### src/rtl/kendall_seq_ctrl.sv
// Sequential Kendall-rank engine: buffers four (x,y) points, then walks the six
// point pairs through one shared x/y comparator pair and reports 2*C-6.
module kendall_seq_ctrl #(
   parameter int DW = 4
) (
   input  logic                 clk,
   input  logic                 rst_n,
   input  logic                 in_valid,
   output logic                 in_ready,
   input  logic [DW-1:0]        in_x,
   input  logic [DW-1:0]        in_y,
   output logic                 out_valid,
   input  logic                 out_ready,
   output logic signed [3:0]    kendall,
   output logic [2:0]           conc_cnt,
   output logic                 busy
);

   typedef enum logic [1:0] {S_LOAD, S_CALC, S_DONE} state_e;

   state_e             state_q, state_d;
   logic [1:0]         pt_idx_q, pt_idx_d;
   logic [2:0]         pair_idx_q, pair_idx_d;
   logic [2:0]         acc_q, acc_d;
   logic [DW-1:0]      x_q [4];
   logic [DW-1:0]      y_q [4];
   logic [DW-1:0]      x_d [4];
   logic [DW-1:0]      y_d [4];
   logic signed [3:0]  kendall_q, kendall_d;
   logic [2:0]         conc_q, conc_d;

   logic [1:0]         pi, pj;
   logic               sx, sy, concordant;
   logic [2:0]         acc_sum;

   // tau*6 = 2*C - 6, wrapping mod 16 into the signed 4-bit result
   function automatic logic signed [3:0] tau6(input logic [2:0] c);
      return $signed({c, 1'b0}) - 4'sd6;
   endfunction

   always_comb begin
      pi = 2'd2;
      pj = 2'd3;
      case (pair_idx_q)
         3'd0:    begin pi = 2'd0; pj = 2'd1; end
         3'd1:    begin pi = 2'd0; pj = 2'd2; end
         3'd2:    begin pi = 2'd0; pj = 2'd3; end
         3'd3:    begin pi = 2'd1; pj = 2'd2; end
         3'd4:    begin pi = 2'd1; pj = 2'd3; end
         default: begin pi = 2'd2; pj = 2'd3; end
      endcase
   end

   // Ties compare as "not smaller" on both axes, so an all-tied pair counts as concordant.
   assign sx         = x_q[pi] < x_q[pj];
   assign sy         = y_q[pi] < y_q[pj];
   assign concordant = ~(sx ^ sy);
   assign acc_sum    = acc_q + {2'b00, concordant};

   always_comb begin
      state_d    = state_q;
      pt_idx_d   = pt_idx_q;
      pair_idx_d = pair_idx_q;
      acc_d      = acc_q;
      x_d        = x_q;
      y_d        = y_q;
      kendall_d  = kendall_q;
      conc_d     = conc_q;
      case (state_q)
         S_LOAD: begin
            if (in_valid) begin
               x_d[pt_idx_q] = in_x;
               y_d[pt_idx_q] = in_y;
               pt_idx_d      = pt_idx_q + 2'd1;
               if (pt_idx_q == 2'd3) begin
                  state_d    = S_CALC;
                  pt_idx_d   = 2'd0;
                  pair_idx_d = 3'd0;
                  acc_d      = 3'd0;
               end
            end
         end
         S_CALC: begin
            acc_d      = acc_sum;
            pair_idx_d = pair_idx_q + 3'd1;
            if (pair_idx_q == 3'd5) begin
               state_d    = S_DONE;
               conc_d     = acc_sum;
               kendall_d  = tau6(acc_sum);
               pair_idx_d = 3'd0;
               acc_d      = 3'd0;
            end
         end
         S_DONE: begin
            if (out_ready) state_d = S_LOAD;
         end
         default: state_d = S_LOAD;
      endcase
   end

   always_ff @(posedge clk or negedge rst_n) begin
      if (!rst_n) begin
         state_q    <= S_LOAD;
         pt_idx_q   <= 2'd0;
         pair_idx_q <= 3'd0;
         acc_q      <= 3'd0;
         kendall_q  <= 4'sd0;
         conc_q     <= 3'd0;
         for (int k = 0; k < 4; k++) begin
            x_q[k] <= '0;
            y_q[k] <= '0;
         end
      end else begin
         state_q    <= state_d;
         pt_idx_q   <= pt_idx_d;
         pair_idx_q <= pair_idx_d;
         acc_q      <= acc_d;
         kendall_q  <= kendall_d;
         conc_q     <= conc_d;
         x_q        <= x_d;
         y_q        <= y_d;
      end
   end

   // Handshake outputs decode straight from the state register.
   assign in_ready  = (state_q == S_LOAD);
   assign out_valid = (state_q == S_DONE);
   assign busy      = (state_q == S_CALC);
   assign kendall   = kendall_q;
   assign conc_cnt  = conc_q;

endmodule

### config.mk
export PLATFORM = sky130hd
export DESIGN_NAME = kendall_seq_ctrl
export DESIGN_NICKNAME = d
export VERILOG_FILES = /design/src/rtl/kendall_seq_ctrl.sv
export SDC_FILE = /design/constraint.sdc
export NUM_CORES = 1
export LEC_CHECK = 0
export BUFFER_PORTS_ARGS = -buffer_cell sky130_fd_sc_hd__buf_2
export CORE_MARGIN = 2
export CORE_UTILIZATION = 52
export DETAILED_ROUTE_END_ITERATION = 12
export PLACE_DENSITY = 0.74
export SLEW_MARGIN = 20
export SYNTH_ARGS = -nofsm -noshare
export SYNTH_HDL_FRONTEND = slang
export SYNTH_SLANG_ARGS = --single-unit
### constraint.sdc
create_clock -name clk -period 3.95 [get_ports clk]
set_input_delay 0.1975 -clock clk [delete_from_list [all_inputs] [get_ports clk]]
set_output_delay 0.1975 -clock clk [all_outputs]
set_load 0.01 [all_outputs]
# == After elaboration in Yosys (flattened, before gate mapping) ==
# Index checks and enable logic that the tools add are counted.
# word_totals
ff_bits,49
latchBits,0
mem_bits_rw,0
romBits,0
input_bits,12
output_inout_bits,10
word_cells,82
mem_count,0
# op_classes
addsub,4
n_mul,0
div,0
magnitude_cmp,6
n_eq_ne,12
shift,0
muxes,30
bitwise_logic,5
n_reduce_logical,11
# op_table
cell,n
$mux W4,9
$bmux W4 S2,4
$bwmux W16,2
$mux W3,4
$pmux W3 S2,2
$mux W2,5
$ge A3 B3 Y1 const B,3
$not A2 Y3,3
$demux W4 S2,1
$lt A4 B4 Y1,2
$pmux W2 S2,2
$eq A3 B2 Y1 const B,2
$eq A3 B3 Y1 const B,2
$ne A2 B1 Y1 const B,3
$pmux W2 S3,1
$eq A2 B2 Y1 const B,2
$reduce_and A2 Y1,2
$reduce_and A4 Y1,1
$reduce_or A2 Y1,2
$sub A4 B4 Y4 const B,1
$add A3 B1 Y3,1
$add A3 B1 Y3 const B,1
$eq A3 B1 Y1 const B,1
$logic_not A3 Y1,1
other kinds (11),11

# == Longest topological paths before layout ==
# depth
word_depth,13
mapped_depth,20
mapped_depth_nobuf,18

# == Least setup slack after synthesis ==
# No wires, ideal clock.
# synth_path
path_type,register to register
from,register pair_idx_q[1]
to,"register kendall_q[3], in the netlist kendall[3]"
setup_time_ns,0.143
arrival_ns,3.552
required_time_ns,3.807
setup_slack_ns,0.255
path_stages_with_launch,20
path_buffers,2
synth_period_minus_slack_ns,3.695
path_cell_list,dfrtp_1 -> buf_4 -> nand2_2 -> inv_1 -> ha_1 -> buf_2 -> mux2i_2 -> mux2i_1 -> nor2_1 -> a21oi_1 -> ha_1 -> a211o_1 -> a31oi_1 -> a41oi_1 -> xor2_1 -> ha_1 -> ha_1 -> xnor2_1 -> xor2_1 -> a21oi_1
# synth_via
elab_chain_cells,12
elab_cells_between_ends,32
cone_classes,add/sub (2); order compare (2); eq/ne (5); mux (14); bitwise (4); reduce/logical (5)
# synth_lines
element,line_no,text
"start, declared",23,"logic [2:0] pair_idx_q, pair_idx_d;"
"start signal, assigned",116,pair_idx_q <= pair_idx_d;
$eq A3 B1 Y1 (tied with other cells),44,case (pair_idx_q)
$reduce_or A3 Y1 (no source line) or $reduce_or A2 Y1 (tied branches),n/a,
$pmux W2 S2,44,
$not A2 Y3 (not written as such),"55, 56",
$bmux W4 S2 (on tied branches),"55, 56",
$mux W4 (on tied branches) (2 in a row),"55, 56",
$lt A4 B4 Y1 (on tied branches),"55, 56",
$xor A1 B1 Y1,57,assign concordant = ~(sx ^ sy);
$not A1 Y1,57,
$add A3 B1 Y3,58,"assign acc_sum = acc_q + {2'b00, concordant};"
$sub A4 B4 Y4,38,"return $signed({c, 1'b0}) - 4'sd6;"
"end signal, assigned",118,kendall_q <= kendall_d;
"end, declared",29,"logic signed [3:0] kendall_q, kendall_d;"
# Several ways; a longest one is shown, not always the timed one. The select of a mux whose other input is x is not followed.
# A chain may end at the register's enable or synchronous reset.

# == Worst setup path after layout ==
# layout_path
from,register pair_idx_q[2]
to,"register kendall_q[3], in the netlist kendall[3]"
# Same word-level chain as after synthesis.

==> flow_summary.ini <==
[run_status]
outcome = completed

[drt]
drt-wirelength-per-cell_um = 15.7
drc = 0
drt_wl_total_mm = 5.46
drt_pre_antenna_iters = 4
vias_per_cell = 5.71
final_antenna_net_count = 0
drt_iter0_drc = 175
via_count = 1981

[logic_synthesis]
synth_fa_ha_area_share_pct = 6.06
ys.flop_type = dfrtp_1
netlist_area_sq_um = 2680
synthSimpleGateAreaFrac_pct = 11.4
synth_top_area_share_pct = 44.8
synth.distinct_cells = 41
synth_top_family_by_area = multiplexers
avgSynthCellArea_sq_um = 10.6
synth_common_cells = dfrtp_1, mux2_2, nand2_1
ys_ff_latch = 48
synth-warning-count = 0
ys_seq_area_share_pct = 44.8
synth_edf_count = 0
netlist_instances = 253
synth-compound-area-share_pct = 15.5
synth_mux_area_share_pct = 17.3
syn_nets = 278
synth_area_leaders = dfrtp_1, mux2_2, ha_1
synthXorXnorAreaFrac_pct = 1.31
synthArstFlopShare_pct = 100
yosysMostFrequentCell = dfrtp_1
yosysTopAreaCell = dfrtp_1

[timing]
period_share_pct = 90.0
skew_ps = 11.8
tightest_slew_ps = 591
min_period_ps = 3550
finalSetupTns_ps = 0
fmax_mhz = 281
hold_viol = 0
slew_headroom_pct = 60.6
hold_ws_ps = 154
finalSetupViolCount = 0
rsz0062_at_grt = false
slew_viol_final = 0

[placement]
io_buffers = 20
dp_hpwl_mm = 3.84
place_congestion = 0.857

[setup_path]
arrival_ps = 3720
ff2ff_setup_slack_ps = 400
cp-start-kind = register
crit_top_cell = ha_1
crit_path_end_kind = register
reg2reg_from = pair_idx_q[2]
cp_slowest_cell = dfrtp_1
max_stage_delay_ps = 450
startpoint = pair_idx_q[2]
crit_type = register to register
cp_max_fo = 7
crit_chain = nor2_1 > mux2i_2 > buf_4 > mux2i_1 > nor2_1 > a21oi_1 > ha_1 > nand3_1 > nor3_1 > a2111oi_4 > xor2_1 > ha_1 > ha_1 > xnor2_1 > xor2_1 > a21oi_1
required_ps = 4110

[clocking]
numCtsBuffers = 5
cts_root_buffer = clkbuf_8
cts_tree = done
clk_latency_ps = 300
htreeDepth = 2
cts_buffer_depth = 2
cts_resized = 0
clock-sinks = 48
clkTransAtPathRegs_ps = 90

[floorplan]
die-area_sq_um = 5750
rows = 26
pin_count = 22
die_x_um = 75.8
coreArea_sq_um = 5040
die_h_um = 75.8
initial_core_util_pct = 53.2

[final_layout]
nets = 301
areaGrowthSynthToFinish_pct = 11.6
diodes = 0
utilization_pct = 59.4
final_layout_size_suffix_gt1_share_pct = 27.8

[worst_hold_path]
min_path_type = input pin to register
min-delay-start = out_ready

[global_routing]
grt_use_total_pct = 21.1
gr-total-overflow = 0
grt_pass1_vias = 1849
antenna_found_initial = 0
grt_max_degree = 49
grt_pass1_wl_mm = 9.18

[run]
max-cap-violations = 0

[power]
powerDensity_nw_per_um2 = 1010
vdd_ir_drop_max_mv = 0.515
leakagePower_nw = 1.39
==> cell usage in the layout (no fill, tap or decap), types with 3 or more instances in the layout <==
cell / n
buf_4: 10
a22oi_1: 12
o21ai_0: 12
buf_2: 19
a21oi_1: 13
and3_1: 4
nor2_1: 16
ha_1: 13
nand3_1: 8
o22a_1: 6
a21o_1: 3
mux2_2: 32
nand2b_1: 3
dfrtp_1: 48
clkbuf_8: 5
mux2i_1: 9
nor2b_1: 3
inv_1: 7
nand2_1: 21
==> power breakdown <==
part	leakage, nW	total (mW)	switching, mW	internal (mW)
Sequential	0.586	0.925	0.194	0.731
Combinational	0.748	1.75	0.905	0.841
Clock	0.0541	0.351	0.164	0.187
==> final timing paths <==
| kind | to | depth (start not counted) |
|---|---|---|
| worst max-delay path | kendall[3] | 16 |
| worst min-delay path | state_q[1] | 3 |
| worst max register to register | kendall[3] | 16 |
| worst min register to register | conc_cnt[0] | 2 |
| max in group asynchronous | y_q[8] | 2 |
| min in group asynchronous | conc_cnt[0] | 2 |
==> per-stage QoR <==
step | setup WS (ps) | total power [mW] | instances | instance area (sq um)
finish | 397 | 3.02 | 347 | 2990
global route | 72.5 | 3.29 | 347 | 2990
CTS | 389 | 3.03 | 346 | 2980
detailed placement | 414 | 2.68 | 338 | 2870
global placement | 544 | 2.60 | 338 | 2870
floorplan | 255 | 2.25 | 253 | 2680
==> state kept, by name, indices dropped and copies added, names as in the netlist <==
signal / flops
y_q: 16
conc_cnt: 3
state_q: 2
pair_idx_q: 3
acc_q: 3
pt_idx_q: 2
kendall: 3
x_q: 16
==> cell families after synthesis <==
group / after synthesis
AO/OA/AOI/OAI: 59
buffers and inverters: 21
adder cells (fa/ha/maj): 13
AND/OR/NAND/NOR: 65
multiplexers: 42
flip-flops: 48
XOR/XNOR: 4
other: 1
==> final cells by class <==
type                       instances  area (sq um)
fill                             442          2050
tap                               70          87.6
timing repair buffer              30           180
clock buffer                       5          68.8
clock inverter                     3          42.5
multi-input combinational        184          1390
sequential                        48          1200
inverter                           7          26.3
==> worst max-delay path, delay by kind of cell, from the launching register on <==
family	cells	cell delay [ps]
AND/OR/NAND/NOR	4	510
AO/OA/AOI/OAI	3	550
multiplexers	2	450
flip-flops	1	450
adder cells (fa/ha/maj)	3	700
buffers and inverters	1	210
XOR/XNOR	3	550
==> routing by layer <==
metal | GRT usage, % | routed length (um)
met1 | 32.3 | 2630
met2 | 31.1 | 2570
met3 | 3.70 | 215
met4 | 5.46 | 46
met5 | 0 | 0
==> what timing repair did <==
| action | in CTS | in global routing |
|---|---|---|
| hold buffers | 0 | 1 |
| buffers inserted | 0 | 0 |
| hold endpoints to repair | 0 | 48 |
No activity file was read; power rests on OpenSTA's default activity.
